--- config.mk ---
export PLATFORM = sky130hd
export DESIGN_NAME = systolic_feeder
export DESIGN_NICKNAME = d
export VERILOG_FILES = /design/src/rtl/feeder_pkg.sv /design/src/rtl/feeder_bank.sv /design/src/rtl/systolic_feeder.sv
export SDC_FILE = /design/constraint.sdc
export NUM_CORES = 1
export LEC_CHECK = 0
export CAP_MARGIN = 0
export CORE_MARGIN = 8
export CORE_UTILIZATION = 32
export DETAILED_ROUTE_END_ITERATION = 6
export GPL_ROUTABILITY_DRIVEN = 0
export PLACE_DENSITY = 0.57
export RECOVER_POWER = 50
export SLEW_MARGIN = 10
export SYNTH_ARGS = -nofsm -noshare
export SYNTH_HDL_FRONTEND = slang
export SYNTH_SLANG_ARGS = --single-unit
export TNS_END_PERCENT = 30
--- constraint.sdc ---
create_clock -name clk -period 3.1 [get_ports clk]
set_input_delay 0.465 -clock clk [delete_from_list [all_inputs] [get_ports clk]]
set_output_delay 0.465 -clock clk [all_outputs]
set_load 0.01 [all_outputs]
--- src/rtl/feeder_pkg.sv ---
// Shared FSM encoding and step-counter width for the systolic-array operand feeder.
package feeder_pkg;

    typedef enum logic [1:0] {
        ST_IDLE  = 2'd0,
        ST_CLEAR = 2'd1,
        ST_FEED  = 2'd2,
        ST_DRAIN = 2'd3
    } feeder_state_e;

    // Wide enough for the 2D-1 feed steps of arrays up to D = 128.
    localparam int STEP_W = 8;

endpackage

--- src/rtl/feeder_bank.sv ---
// D x D operand register file with a per-lane anti-diagonal read mux.
// TRANSPOSE=0: lane l = M[l][t-l] (west edge); TRANSPOSE=1: lane l = M[t-l][l] (north edge).
module feeder_bank
    import feeder_pkg::*;
#(
    parameter int N         = 8,
    parameter int D         = 4,
    parameter bit TRANSPOSE = 1'b0
) (
    input  logic                 clk,
    input  logic                 rst,
    input  logic                 wr_en,
    input  logic [$clog2(D)-1:0] wr_row,
    input  logic [$clog2(D)-1:0] wr_col,
    input  logic [N-1:0]         wr_data,
    input  logic [STEP_W-1:0]    step,
    output logic [D*N-1:0]       lanes
);

    logic [N-1:0] mem_q [D][D];

    always_ff @(posedge clk) begin
        if (rst) begin
            for (int r = 0; r < D; r++) begin
                for (int c = 0; c < D; c++) begin
                    mem_q[r][c] <= '0;
                end
            end
        end else if (wr_en) begin
            mem_q[wr_row][wr_col] <= wr_data;
        end
    end

    // Each lane picks the one element whose index pair sums to the current step.
    always_comb begin
        lanes = '0;
        for (int l = 0; l < D; l++) begin
            for (int k = 0; k < D; k++) begin
                if (int'(step) == l + k) begin
                    if (TRANSPOSE) begin
                        lanes[l*N +: N] = mem_q[k][l];
                    end else begin
                        lanes[l*N +: N] = mem_q[l][k];
                    end
                end
            end
        end
    end

endmodule

--- src/rtl/systolic_feeder.sv ---
// Skewed A/B operand feeder for a D x D systolic array with clear/feed/drain sequencing.
// Define FEEDER_DBLBUF_EN for ping-pong A/B banks that accept writes while a run is active.
//
// state    | meaning
// ---------+----------------------------------------------------
// ST_IDLE  | waiting for start; buffers writable
// ST_CLEAR | one-cycle accumulator clear pulse to the array
// ST_FEED  | 2D-1 steps of skewed operands (step counts up)
// ST_DRAIN | D cycles for the wavefront to leave (step counts down)
module systolic_feeder
    import feeder_pkg::*;
#(
    parameter int N = 8,
    parameter int D = 4
) (
    input  logic                 clk,
    input  logic                 rst,
    input  logic                 wr_en,
    input  logic                 wr_sel,
    input  logic [$clog2(D)-1:0] wr_row,
    input  logic [$clog2(D)-1:0] wr_col,
    input  logic [N-1:0]         wr_data,
    input  logic                 start,
    input  logic                 sn_in,
    output logic [D*N-1:0]       a_edge,
    output logic [D*N-1:0]       b_edge,
    output logic                 sn_out,
    output logic                 pe_clr,
    output logic                 busy,
    output logic                 done
);

    localparam logic [STEP_W-1:0] FEED_LAST  = STEP_W'(2*D-2);
    localparam logic [STEP_W-1:0] DRAIN_INIT = STEP_W'(D-1);

    feeder_state_e     state_q, state_d;
    logic [STEP_W-1:0] step_q, step_d;
    logic              done_q, done_d;
    logic              sn_q;
    logic [D*N-1:0]    a_edge_q, b_edge_q;
    logic [D*N-1:0]    a_rd, b_rd;
    logic              start_acc;

    assign start_acc = (state_q == ST_IDLE) && start;

    always_comb begin
        state_d = state_q;
        step_d  = step_q;
        done_d  = 1'b0;
        case (state_q)
            ST_IDLE: begin
                if (start) state_d = ST_CLEAR;
            end
            ST_CLEAR: begin
                state_d = ST_FEED;
                step_d  = '0;
            end
            ST_FEED: begin
                if (step_q == FEED_LAST) begin
                    state_d = ST_DRAIN;
                    step_d  = DRAIN_INIT;
                end else begin
                    step_d = step_q + STEP_W'(1);
                end
            end
            ST_DRAIN: begin
                if (step_q == '0) begin
                    state_d = ST_IDLE;
                    done_d  = 1'b1;
                end else begin
                    step_d = step_q - STEP_W'(1);
                end
            end
            default: state_d = ST_IDLE;
        endcase
    end

    always_ff @(posedge clk) begin
        if (rst) begin
            state_q  <= ST_IDLE;
            step_q   <= '0;
            done_q   <= 1'b0;
            sn_q     <= 1'b0;
            a_edge_q <= '0;
            b_edge_q <= '0;
        end else begin
            state_q  <= state_d;
            step_q   <= step_d;
            done_q   <= done_d;
            if (start_acc) sn_q <= sn_in;
            a_edge_q <= (state_q == ST_FEED) ? a_rd : '0;
            b_edge_q <= (state_q == ST_FEED) ? b_rd : '0;
        end
    end

`ifdef FEEDER_DBLBUF_EN
    // bank_q is the bank the array reads; the other one takes all writes.
    logic           bank_q;
    logic [D*N-1:0] a_rd_bk [2];
    logic [D*N-1:0] b_rd_bk [2];

    for (genvar g = 0; g < 2; g++) begin : g_bank
        logic wr_bank;
        assign wr_bank = wr_en && (bank_q != 1'(g));

        feeder_bank #(.N(N), .D(D), .TRANSPOSE(1'b0)) u_bank_a (
            .clk     (clk),
            .rst     (rst),
            .wr_en   (wr_bank && !wr_sel),
            .wr_row  (wr_row),
            .wr_col  (wr_col),
            .wr_data (wr_data),
            .step    (step_q),
            .lanes   (a_rd_bk[g])
        );

        feeder_bank #(.N(N), .D(D), .TRANSPOSE(1'b1)) u_bank_b (
            .clk     (clk),
            .rst     (rst),
            .wr_en   (wr_bank && wr_sel),
            .wr_row  (wr_row),
            .wr_col  (wr_col),
            .wr_data (wr_data),
            .step    (step_q),
            .lanes   (b_rd_bk[g])
        );
    end

    assign a_rd = a_rd_bk[bank_q];
    assign b_rd = b_rd_bk[bank_q];

    always_ff @(posedge clk) begin
        if (rst) begin
            bank_q <= 1'b0;
        end else if (start_acc) begin
            bank_q <= ~bank_q;
        end
    end
`else
    logic wr_ok;
    assign wr_ok = wr_en && (state_q == ST_IDLE);

    feeder_bank #(.N(N), .D(D), .TRANSPOSE(1'b0)) u_bank_a (
        .clk     (clk),
        .rst     (rst),
        .wr_en   (wr_ok && !wr_sel),
        .wr_row  (wr_row),
        .wr_col  (wr_col),
        .wr_data (wr_data),
        .step    (step_q),
        .lanes   (a_rd)
    );

    feeder_bank #(.N(N), .D(D), .TRANSPOSE(1'b1)) u_bank_b (
        .clk     (clk),
        .rst     (rst),
        .wr_en   (wr_ok && wr_sel),
        .wr_row  (wr_row),
        .wr_col  (wr_col),
        .wr_data (wr_data),
        .step    (step_q),
        .lanes   (b_rd)
    );
`endif

    assign a_edge = a_edge_q;
    assign b_edge = b_edge_q;
    assign sn_out = sn_q;
    assign pe_clr = (state_q == ST_CLEAR);
    assign busy   = (state_q != ST_IDLE);
    assign done   = done_q;

endmodule

==> run_results.csv <==
group,metric,value,unit
grt,grt-ovfl-total,0,
cells_and_area,final-instance-count-excl-fill,1928,
synthesis,ys_seq_elements,332,
worst_setup_path,critPathMaxFanout,18,
cts,ctsHoldBuffers,0,
power,peakVddDrop,0.3141,mV
cts,insertion_delay,540,ps
placement,dpl.cell_count,1861,
cts,h-tree-depth,2,
placement,place_ws,516.5,ps
worst_setup_path,cpPeakStageDelay,890,ps
synthesis,synthMuxAreaShare,0.1388,%
routing,finalWirelength,36770,um
routing,wl_met1,15610,um
status,status,"complete, no violations",
timing,fmax,0.3727,GHz
synthesis,syn_nets,1252,
synthesis,synth-edff-count,256,
floorplanning,core.rowCount,78,
cts,cts_root_buf,"clkbuf_16",
timing,fin_tns_setup,0,ps
routing,wl_met2,18080,um
min_path,hold_class,"reg -> reg",
grt,grt_pass1_vias,9488,
cells_and_area,drive_above_1_share,9.269,%
synthesis,synth_top_family_by_area,"simple AND/OR/NAND/NOR gates",
timing,hold_viol,0,
routing,first_pass_iters,7,
synthesis,avgSynthCellArea,11.79,um2
timing,setup_slack,416.5,ps
grt,antenna_found_initial,0,
timing,finalCritPeriodShare,86.56,%
timing,rsz0062_at_grt,"false",
worst_setup_path,path_cells,"or4_1, nor3_2, nand2b_1, clkbuf_2, a21oi_1",
synthesis,synthSimpleGateAreaFrac,21.27,%
cells_and_area,final_area,0.01700,mm2
cells_and_area,utilization,37.87,%
placement,port_buffers,85,
synthesis,yosys.area_share.adder,0.8673,%
synthesis,synth-warning-count,0,
cts,cts_buffers,36,
routing,dr_wl_met3,1980,um
cells_and_area,syn_to_final_growth,17.85,%
worst_setup_path,path_delay_family,"simple AND/OR/NAND/NOR gates",
grt,grt_start_max_net_pins,65,
floorplanning,core,0.04489,mm2
floorplanning,start_util,32.13,%
cells_and_area,fillers,4373,
timing,final_max_slew_viol_count,0,
worst_setup_path,crit_path_start_kind,"flip-flop",
cells_and_area,multi_input_comb_area,0.004758,mm2
floorplanning,fp.dieArea,0.05213,mm2
worst_setup_path,cp-end-kind,"flip-flop",
floorplanning,die_h,228.3,um
timing,setup_viol,0,
synthesis,syn_inst,1224,
routing,drcViolationCount,0,
grt,grt_usage,13.86,%
cts,clkTransAtPathRegs,60,ps
placement,hpwl,23410,um
timing,skew,14.68,ps
routing,drt_iter0_drc,555,
cells_and_area,nNetsFinal,1327,
flow_run,drv_cap,0,
timing,worstMarginPinSlew,1143,ps
cells_and_area,layout_common_cells,"edfxtp_1, and2_1, nand2_1",
worst_setup_path,crit_type,"reg -> reg",
cells_and_area,regArea,0.009209,mm2
synthesis,yosysSeqAreaShare,63.83,%
synthesis,yosys.cell_types.count,49,
routing,antenna_left,0,
grt,grt_first_pass_wirelength,55710,um
power,p_leak,6.071,nW
cts,clkSinkCount,332,
power,power_per_cell_area,630.0,mW/mm2
timing,period_needed,2683,ps
cts,post_cts_buffers,0,
synthesis,async_flop_share,0,%
worst_setup_path,critPathRequiredTime,3550,ps
placement,place_area,0.01599,mm2
floorplanning,die_w,228.3,um
floorplanning,io_pins,86,
timing,slew-limit-headroom,23.40,%
cts,clk_path_buf_depth,3,
routing,via_per_inst,4.845,
worst_setup_path,crit_arrival,3140,ps
cts,post_cts_resized,0,
synthesis,synth_compound_area_share,10.74,%
cells_and_area,mostFrequentLayoutCell,"edfxtp_1",
synthesis,synth_ff_type,"edfxtp_1",
routing,highest_layer,"met4",
routing,wl_per_cell,19.07,um
synthesis,synthXorXnorAreaFrac,0.2428,%
worst_setup_path,critPathSlowestCell,"nor3_2",
routing,num_vias,9342,
cts,cts_tree,"built",
worst_setup_path,path_buf_inv,1,
synthesis,synth_area,0.01443,mm2
## Yosys cell counts, types with 4 or more instances
master     instances  area share (%)
a22oi_1           18            0.94
a221o_1           22             1.5
nor2b_1            4            0.17
nand2b_1          26             1.1
a2111o_1           9            0.70
ha_1              10            0.87
xnor2_1            4            0.24
a21oi_2           10            0.61
edfxtp_1         256              53
and3_1             6            0.26
o211ai_1          42             2.2
and3b_1            4            0.24
a31oi_1            5            0.22
o21ai_0           20            0.69
a311oi_1           4            0.24
a21oi_1           45             1.6
and2_1           261              11
nand3_1            8            0.28
buf_2             12            0.42
inv_1             10            0.26
nor3_1            21            0.73
or2_2             33             1.4
a211o_1            6            0.36
nand2_1          116             3.0
a32oi_1           11            0.67
o2111ai_1          7            0.42
clkbuf_1          77             2.0
dfxtp_1           76              11
nor2_1            67             1.7
## flip-flops by register name, summed over array words and instances (netlist names)
name,cells
u_bank_a.mem_q,128
u_bank_b.mem_q,128
a_edge,32
b_edge,32
step_q,8
state_q,2
done,1
sn_out,1
## worst min-delay path, cell delays in order, from the launching register on
cell,delay [ps]
dfxtp_1,310
o21ai_0,70
a21oi_1,60
## cell families (layout without fill, tap and decap cells)
logic type | after synthesis | count (layout)
XOR/XNOR | 4 | 4
flip-flops | 332 | 332
AO/OA/AOI/OAI | 210 | 210
other | 0 | 1
adder cells (fa/ha/maj) | 10 | 10
buffers and inverters | 104 | 207
AND/OR/NAND/NOR | 562 | 562
multiplexers | 2 | 2
## final timing paths
check,from,to,slack (ps),depth (start not counted)
worst max register to register,step_q[5],a_edge[1],420,5
worst max-delay path,step_q[5],a_edge[1],420,5
worst min register to register,sn_out,sn_out,480,2
worst min-delay path,sn_out,sn_out,480,2
## metal layers
metal,vias up,global-route usage [%]
met4,0,5.474
met3,78,3.016
met2,231,24.02
met5,-,0
li1,4507,-
met1,4526,16.63
## area by class of cell
type | count | share of cell area, %
Antenna cell | 1 | 0.01472
Clock buffer | 47 | 5.946
Clock inverter | 19 | 0.6403
Inverter | 10 | 0.2208
Multi-Input combinational cell | 788 | 27.99
Sequential cell | 332 | 54.17
Tap cell | 600 | 4.416
Timing Repair Buffer | 131 | 6.609
## where the power goes
part / leakage (nW) / internal (W) / switching, W / total [W]
registers: 3.26 / 0.00496 / 0.0000896 / 0.00505
clock network: 0.552 / 0.00231 / 0.00174 / 0.00405
logic: 2.26 / 0.000522 / 0.00109 / 0.00161
total: 6.07 / 0.00779 / 0.00292 / 0.0107
## metrics by stage
step / power (W) / hold WS (ps)
finish: 0.01071 / 483.9
global route: 0.01117 / 513.2
global placement: 0.006797 / 467.9
CTS: 0.01088 / 479.6
floorplan: 0.006223 / 447.0
detailed placement: 0.006813 / 481.9
Note: power is estimated with default switching activity, not from simulation.
